## src/rtl/ssd_scan_ctrl.sv

```systemverilog
// Time-multiplexed seven-segment scan controller with per-slot blanking and a
// shadow register that commits new display values only at frame boundaries.
module ssd_scan_ctrl #(
  parameter int DIGITS       = 2,
  parameter int SCAN_DIV     = 4096,
  parameter int BLANK_CYCLES = 64
) (
  input  logic                  clk,
  input  logic                  rst,
  input  logic                  in_valid,
  output logic                  in_ready,
  input  logic [4*DIGITS-1:0]   in_value,
  input  logic [DIGITS-1:0]     in_blank,
  output logic [6:0]            out_seg,
  output logic [DIGITS-1:0]     out_dig,
  output logic                  frame_start
);

  localparam int CW = $clog2(SCAN_DIV);
  localparam int IW = (DIGITS > 1) ? $clog2(DIGITS) : 1;
  localparam logic [CW-1:0]     CNT_LAST  = CW'(SCAN_DIV - 1);
  localparam logic [CW-1:0]     BLANK_LIM = CW'(BLANK_CYCLES);
  localparam logic [IW-1:0]     IDX_LAST  = IW'(DIGITS - 1);
  localparam logic [DIGITS-1:0] DIG_ONE   = DIGITS'(1);

  typedef enum logic {PH_BLANK, PH_DRIVE} phase_t;

  // With no blanking gap every slot is driven from its first cycle.
  localparam phase_t PH_RST = (BLANK_CYCLES == 0) ? PH_DRIVE : PH_BLANK;

  phase_t              phase, phase_n;
  logic [CW-1:0]       cnt, cnt_n;
  logic [IW-1:0]       idx, idx_n;
  logic [4*DIGITS-1:0] disp_val, disp_val_n, sh_val, sh_val_n;
  logic [DIGITS-1:0]   disp_blank, disp_blank_n, sh_blank, sh_blank_n;
  logic                pending, pending_n;
  logic [6:0]          seg_n;
  logic [DIGITS-1:0]   dig_n;
  logic                slot_wrap, frame_wrap, xfer, blk;
  logic [3:0]          nib;

  function automatic logic [6:0] decode(input logic [3:0] v);
    logic [6:0] s;
    unique case (v)
      4'h0: s = 7'h40;
      4'h1: s = 7'h79;
      4'h2: s = 7'h24;
      4'h3: s = 7'h30;
      4'h4: s = 7'h19;
      4'h5: s = 7'h12;
      4'h6: s = 7'h02;
      4'h7: s = 7'h78;
      4'h8: s = 7'h00;
      4'h9: s = 7'h10;
      4'hA: s = 7'h08;
      4'hB: s = 7'h03;
      4'hC: s = 7'h46;
      4'hD: s = 7'h21;
      4'hE: s = 7'h06;
      default: s = 7'h0E;
    endcase
    return s;
  endfunction

  assign in_ready = !pending;

  always_ff @(posedge clk or posedge rst) begin
    if (rst) begin
      phase       <= PH_RST;
      cnt         <= '0;
      idx         <= '0;
      disp_val    <= '0;
      disp_blank  <= '0;
      sh_val      <= '0;
      sh_blank    <= '0;
      pending     <= 1'b0;
      out_seg     <= 7'h7F;
      out_dig     <= '0;
      frame_start <= 1'b0;
    end else begin
      phase       <= phase_n;
      cnt         <= cnt_n;
      idx         <= idx_n;
      disp_val    <= disp_val_n;
      disp_blank  <= disp_blank_n;
      sh_val      <= sh_val_n;
      sh_blank    <= sh_blank_n;
      pending     <= pending_n;
      out_seg     <= seg_n;
      out_dig     <= dig_n;
      frame_start <= frame_wrap;
    end
  end

  always_comb begin
    slot_wrap    = (cnt == CNT_LAST);
    frame_wrap   = slot_wrap && (idx == IDX_LAST);
    xfer         = in_valid && !pending;
    cnt_n        = slot_wrap ? '0 : cnt + CW'(1);
    idx_n        = idx;
    phase_n      = phase;
    disp_val_n   = disp_val;
    disp_blank_n = disp_blank;
    sh_val_n     = sh_val;
    sh_blank_n   = sh_blank;
    pending_n    = pending;
    nib          = '0;
    blk          = 1'b1;
    seg_n        = 7'h7F;
    dig_n        = '0;

    if (slot_wrap)
      idx_n = (idx == IDX_LAST) ? '0 : idx + IW'(1);

    unique case (phase)
      PH_BLANK: if (cnt_n == BLANK_LIM) phase_n = PH_DRIVE;
      default:  if (slot_wrap && BLANK_CYCLES != 0) phase_n = PH_BLANK;
    endcase

    // A transfer landing on the boundary edge itself goes straight to the
    // display, so it still shows in the frame that starts there.
    if (frame_wrap && pending) begin
      disp_val_n   = sh_val;
      disp_blank_n = sh_blank;
      pending_n    = 1'b0;
    end else if (frame_wrap && xfer) begin
      disp_val_n   = in_value;
      disp_blank_n = in_blank;
    end else if (xfer) begin
      sh_val_n     = in_value;
      sh_blank_n   = in_blank;
      pending_n    = 1'b1;
    end

    for (int i = 0; i < DIGITS; i++) begin
      if (idx_n == IW'(i)) begin
        nib = disp_val_n[4*i +: 4];
        blk = disp_blank_n[i];
      end
    end

    // Outputs are registered from next-state values so they line up with cnt/idx.
    if (phase_n == PH_DRIVE && !blk) begin
      seg_n = decode(nib);
      dig_n = DIG_ONE << idx_n;
    end
  end

endmodule
```

## config.mk

```make
export PLATFORM = sky130hd
export DESIGN_NAME = ssd_scan_ctrl
export DESIGN_NICKNAME = d
export VERILOG_FILES = /design/src/rtl/ssd_scan_ctrl.sv
export SDC_FILE = /design/constraint.sdc
export NUM_CORES = 1
export LEC_CHECK = 0
export CORE_MARGIN = 5
export CORE_UTILIZATION = 30
export DETAILED_ROUTE_END_ITERATION = 16
export GPL_ROUTABILITY_DRIVEN = 0
export GPL_TIMING_DRIVEN = 0
export SLEW_MARGIN = 20
export SYNTH_ARGS = -nofsm -noshare
export SYNTH_HDL_FRONTEND = slang
export SYNTH_SLANG_ARGS = --single-unit
```

## constraint.sdc

```tcl
create_clock -name clk -period 3.5 [get_ports clk]
set_input_delay 0.525 -clock clk [delete_from_list [all_inputs] [get_ports clk]]
set_output_delay 0.525 -clock clk [all_outputs]
set_load 0.02 [all_outputs]
```

# Word level (Yosys, flattened, before mapping)
# Memories as Yosys holds them, arrays and structs flattened.
# Index checks and enable logic that the tools add are counted.
word_totals:
  elab_cells: 47
  memories: 1
  regBits: 45
  input_bits: 13
  romBits: 112
  output_inout_bits: 11
classes:
  add_sub_neg: 2
  n_bitwise: 2
  muxes: 17
  n_reduce_logical: 10
  n_eq_ne: 3
  n_shift: 1
mem_list:
  columns: ["memory", "depth", "word_bits", "read_ports", "rd_clocked_by_memory_dff", "write_ports", "line_no", "rtl"]
  rows:
  - ["(no name shown)", 16, 7, 1, 0, 0, "44", "unique case (v)"]
op_table:
  columns: ["operator", "n"]
  rows:
  - ["2-to-1 mux 8 bit", 2]
  - ["adder 12 x 1 -> 12 bit (second input constant)", 1]
  - ["equality test 12 bit (second input constant)", 1]
  - ["equality test 12 x 7 -> 1 bit (second input constant)", 1]
  - ["2-to-1 mux 12 bit", 1]
  - ["2-to-1 mux 1 bit", 9]
  - ["2-to-1 mux 7 bit", 1]
  - ["2-to-1 mux 2 bit", 3]
  - ["logical AND 1 bit", 5]
  - ["2-to-1 mux 4 bit", 1]
  - ["AND reduction 3 bit", 1]
  - ["zero test 1 bit", 2]
  - ["!= test 2 bit (second input constant)", 1]
  - ["inverter 1 bit", 2]
  - ["AND reduction 2 bit", 1]
  - ["nonzero test 2 bit", 1]
  - ["<< shifter 1 x 1 -> 2 bit (first input constant)", 1]
  - ["adder 1 bit (second input constant)", 1]

# Depth between registers and ports, before layout
depth:
  word_depth: 9
  ltp_mapped: 15
  ltp_nobuf: 14

# Least setup slack after synthesis
# No wires, ideal clock.
synth_timing:
  path_type: "register to register"
  start: "register cnt[0]"
  end: "register out_seg[0]"
  setup_slack_ps: 547
  arrival_ps: 2866
  synth_period_minus_slack_ps: 2953
  path_stages_with_launch: 14
  cell_sequence: "dfrtp_1 ha_1 nand2_2 nor4_1 ha_1 clkbuf_1 nand2_1 o22ai_1 a21oi_1 mux2_2 ha_1 or3_1 o21ai_0 o21ai_1"
synth_between:
  word_cells_on_any_way: 21
synth_lines:
  columns: ["item", "line_no", "rtl"]
  rows:
  - ["from (decl)", "32", "logic [CW-1:0] cnt, cnt_n;"]
  - ["from (signal assigned)", "82", "cnt <= cnt_n;"]
  - ["equality test 12 bit *", "96", "slot_wrap = (cnt == CNT_LAST);"]
  - ["logical AND 1 bit *", "97", "frame_wrap = slot_wrap && (idx == IDX_LAST);"]
  - ["named net frame_wrap", "39", "logic slot_wrap, frame_wrap, xfer, blk;"]
  - ["logical AND 1 bit", "126", "end else if (frame_wrap && xfer) begin"]
  - ["2-to-1 mux 8 bit", "126", null]
  - ["2-to-1 mux 8 bit *", "122", "if (frame_wrap && pending) begin"]
  - ["named net disp_val_n[5]", "34", "logic [4*DIGITS-1:0] disp_val, disp_val_n, sh_val, sh_val_n;"]
  - ["2-to-1 mux 4 bit *", "136", "if (idx_n == IW'(i)) begin"]
  - ["memory read (16 x 7 bit) *", null, null]
  - ["2-to-1 mux 7 bit *", "143", "if (phase_n == PH_DRIVE && !blk) begin"]
  - ["named net seg_n[0]", "37", "logic [6:0] seg_n;"]
  - ["to (signal assigned)", "89", "out_seg <= seg_n;"]
  - ["to (decl)", "14", "output logic [6:0] out_seg,"]
# The timed path passes the listed nets; every way through them passes the cells marked *.
# A chain may end at the register's enable or synchronous reset.

# Worst setup path after layout
layout_timing:
  start: "register cnt[0]"
  end: "register out_seg[3]"
# The elaborated chain is that of the path after synthesis.

==> metrics.md <==
| Metric | Value |
|---|---|
| TNS Setup | `0 ns` |
| Layout net count | `269` |
| Finished Layout Cells | `351` |
| DR vias/cell | `4.89` |
| Area grow syn2layout | `22.1%` |
| Die W | `99.2 µm` |
| Clock Skew | `0.00720 ns` |
| Period minus WS final | `3.23 ns` |
| Clk slew on worst S/H paths | `0.09 ns` |
| Fill count | `748` |
| All-Layer GR Usage | `10.9%` |
| Clk buf depth | `2` |
| First-pass GRT wire length | `8.61 mm` |
| Row count | `32` |
| Register area | `1130 µm²` |
| Type of the worst setup path | `flip-flop to flip-flop` |
| Post-synth EDFFs | `0` |
| Cts hold-fix bufs | `0` |
| Synthesized flop and latch total | `45` |
| Number of H-tree levels | `2` |
| Ratio of cells with drive above 1 in the final layout | `24.1%` |
| Capture point of the critical path | `out_seg[3]` |
| DRC viols | `0` |
| Reg2Reg Capture Point | `out_seg[3]` |
| Period utilization | `92.1%` |
| IO Count | `24` |
| Yosys cell types | `55` |
| WL/cell | `13.8 µm` |
| Worst-Skew Late Latency | `0.30 ns` |
| Post-synthesis sequential area ratio | `47.6%` |
| TritonCTS clock tree | `yes` |
| F_max | `310 MHz` |
| Max VDD drop | `177 µV` |
| Vias in the first global route | `1,797` |
| Final WL | `4.86 mm` |
| Async SR Flop Fraction | `100%` |
| Hold Crit Class | `primary input to async pin` |
| Worst reg-to-reg path cell count | `14` |
| Port-buffer cells | `23` |
| Die area | `9830 µm²` |
| Tightest Pin Transition | `0.612 ns` |
| Pint | `0.000862 W` |
| Root buffer cell | `clkbuf_8` |
| Remaining global-route overflow | `0` |
| Post-CTS setup buffer count | `0` |
| R2r setup slk | `0.27 ns` |
| Crit-path cells | `ha_1 > nand2_2 > nor4_2 > ha_2 > clkbuf_4 > clkbuf_4 > o22ai_1 > a21oi_1 > mux2_2 > inv_1 > ha_1 > mux2_2 > mux2i_1 > nand2_1` |
| Yosys warns | `0` |
| Max incr delay on CP | `0.42 ns` |
| Max-slew headroom | `59.1%` |
| Area of the mapped netlist | `2380 µm²` |
| P_sw | `0.000227 W` |
| Post-Syn Instances | `217` |
| Crit. End Element | `flip-flop` |
| Setup violators final | `0` |
| Top Family by Delay on Critical Path | `adder cells` |
| Max_cap viols | `0` |
| Effective utilization at floorplan | `30.9%` |
| TritonCTS Buffers | `5` |
| Critical-path maximum fanout | `10` |
| RSZ-0062 raised after global routing | `false` |
| CP Depth | `14` |
| Fin Hold WS | `0.488 ns` |
| CP Launch Point | `cnt[0]` |
| Slowest cell on crit path | `dfrtp_1` |
| Initial DRC Count | `107` |
| Comb power frac | `7.3%` |
| P per Cell Area | `374 nW/µm²` |
| Arrival @ worst endpoint | `3.45 ns` |
| Syn nets | `238` |
| Run status | `complete, no violations` |
| Drt pass-1 iters | `5` |
| Worst EP required | `3.72 ns` |
| Height of the die | `99.2 µm` |
| Initial antenna violation count | `0` |
| CORE AREA | `7730 µm²` |
| Worst R2R Start | `cnt[0]` |
| DP HPWL | `3.44 mm` |
| Pwr Total | `0.00109 W` |
| DR vias | `1,718` |
| Net Sw Frac | `20.9%` |
| Largest net degree at the start of global routing | `34` |
| Post-Syn Area per Cell | `11.0 µm²` |
| Clock network fraction of design power | `42.5%` |
| Antenna viol nets, final | `0` |
| Final slew viol count | `0` |
| ANT cells | `0` |
| Primary FF master, synth | `dfrtp_1` |
| CP Launch Type | `flip-flop` |
| Area of the multi-input gates | `1150 µm²` |
| Worst path bufs/invs | `3` |
| Placed insts | `343` |
| Final Hold Viols | `0` |
| Reg power frac | `50.2%` |
| Static Leak | `1.19 nW` |
| CTS sink cnt | `45` |
==> registers in the layout (all words and copies together), names as in the netlist <==
| signal | count |
|---|---|
| out_seg | 7 |
| idx | 1 |
| disp_val | 8 |
| sh_blank | 2 |
| frame_start | 1 |
| pending | 1 |
| cnt | 12 |
| sh_val | 8 |
| phase | 1 |
| out_dig | 2 |
| disp_blank | 2 |
==> worst min path at each step <==
stage / startpoint / end / slack [ns] / cells after the start
2_1_floorplan: cnt[0] / cnt[0] / 0.47 / 1
6_report: rst / frame_start / 0.49 / 2
4_1_cts: rst / frame_start / 0.49 / 2
3_3_place_gp: idx / idx / 0.48 / 1
3_5_place_dp: idx / idx / 0.49 / 1
5_1_grt: rst / frame_start / 0.52 / 2
==> worst register-to-register path, delay by kind of cell, from the launching register on <==
kind / cells / cell delay [ns]
AO/OA/AOI/OAI: 2 / 0.30
adder cells (fa/ha/maj): 3 / 0.74
buffers and inverters: 3 / 0.55
flip-flops: 1 / 0.42
multiplexers: 3 / 0.64
AND/OR/NAND/NOR: 3 / 0.50
==> layout make-up <==
type                            count  area share, %
Clock buffer                        5           2.36
Tap cell                          102           4.38
Sequential cell                    45           39.0
Inverter                           11           1.42
Multi-Input combinational cell    149           39.5
Clock inverter                      3           2.23
Buffer                             12           2.49
Timing Repair Buffer               24           8.59
==> synthesized netlist by cell type (all sizes together) (5+ instances only) <==
cell,number,area [µm²]
nand3b,6,45.0
xnor2,5,43.8
ha,8,100
inv,11,41.3
buf,7,47.5
nand3,5,30.0
o22ai,10,62.6
nor2,17,63.8
clkbuf,5,18.8
o21ai,10,50.0
nand2,8,32.5
mux2,14,158
dfstp,7,184
dfrtp,38,951
a21oi,11,66.3
==> cell usage in the layout, fill, tap and decap left out, drive strengths merged, types with 3 or more instances in the layout <==
| cell type | netlist | routed |
|---|---|---|
| o21ai | 10 | 10 |
| nor4 | 4 | 4 |
| or2 | 4 | 4 |
| nor3 | 4 | 4 |
| mux2i | 3 | 3 |
| xnor2 | 5 | 5 |
| mux2 | 14 | 14 |
| nand3 | 5 | 5 |
| o22ai | 10 | 10 |
| o211ai | 3 | 3 |
| clkdlybuf4s50 | 0 | 23 |
| nand2 | 8 | 8 |
| ha | 8 | 8 |
| nand3b | 6 | 6 |
| dfstp | 7 | 7 |
| clkbuf | 5 | 11 |
| xor2 | 4 | 4 |
| inv | 11 | 11 |
| nor2 | 17 | 17 |
| buf | 7 | 7 |
| o221ai | 4 | 4 |
| and2 | 4 | 4 |
| dfrtp | 38 | 38 |
| a21oi | 11 | 11 |
==> cells by family after synthesis <==
group / synth area share, %
simple gates: 17.5
compound gates: 15.1
flops: 47.6
buf+inv: 4.51
mux: 7.87
xor+xnor: 3.31
fa+ha+maj: 4.20
==> power by group through the flow <==
stage / Combinational [W] / Sequential, W / Clock, W
global placement: 0.0000764 / 0.000557 / 0
global route: 0.0000883 / 0.000550 / 0.000500
finish: 0.0000791 / 0.000547 / 0.000463
detailed placement: 0.0000798 / 0.000557 / 0
CTS: 0.0000803 / 0.000547 / 0.000479
floorplan: 0.0000515 / 0.000554 / 0
==> routing by layer <==
metal | global-route usage, % | part of all wire (%)
met4 | 4.83 | 2.5
met3 | 3.16 | 4.7
met1 | 14.6 | 48
met2 | 16.2 | 44
met5 | 0 | 0
==> metrics by stage <==
step	area, µm²	setup slack (ns)	utilization [%]
finish	2910	0.275	37.7
global route	2910	0.0225	37.7
CTS	2900	0.0617	37.5
detailed placement	2760	-0.0556	35.8
global placement	2740	-0.0741	35.5
floorplan	2380	0.547	-
==> what timing repair did <==
| item | in CTS | in global routing |
|---|---|---|
| gates resized for setup | 1 | 5 |
| endpoints found under the setup margin | 5 | 7 |
| cloned | 0 | 0 |
| pin swaps | 0 | 1 |
Power figures use the tool's default switching activity.
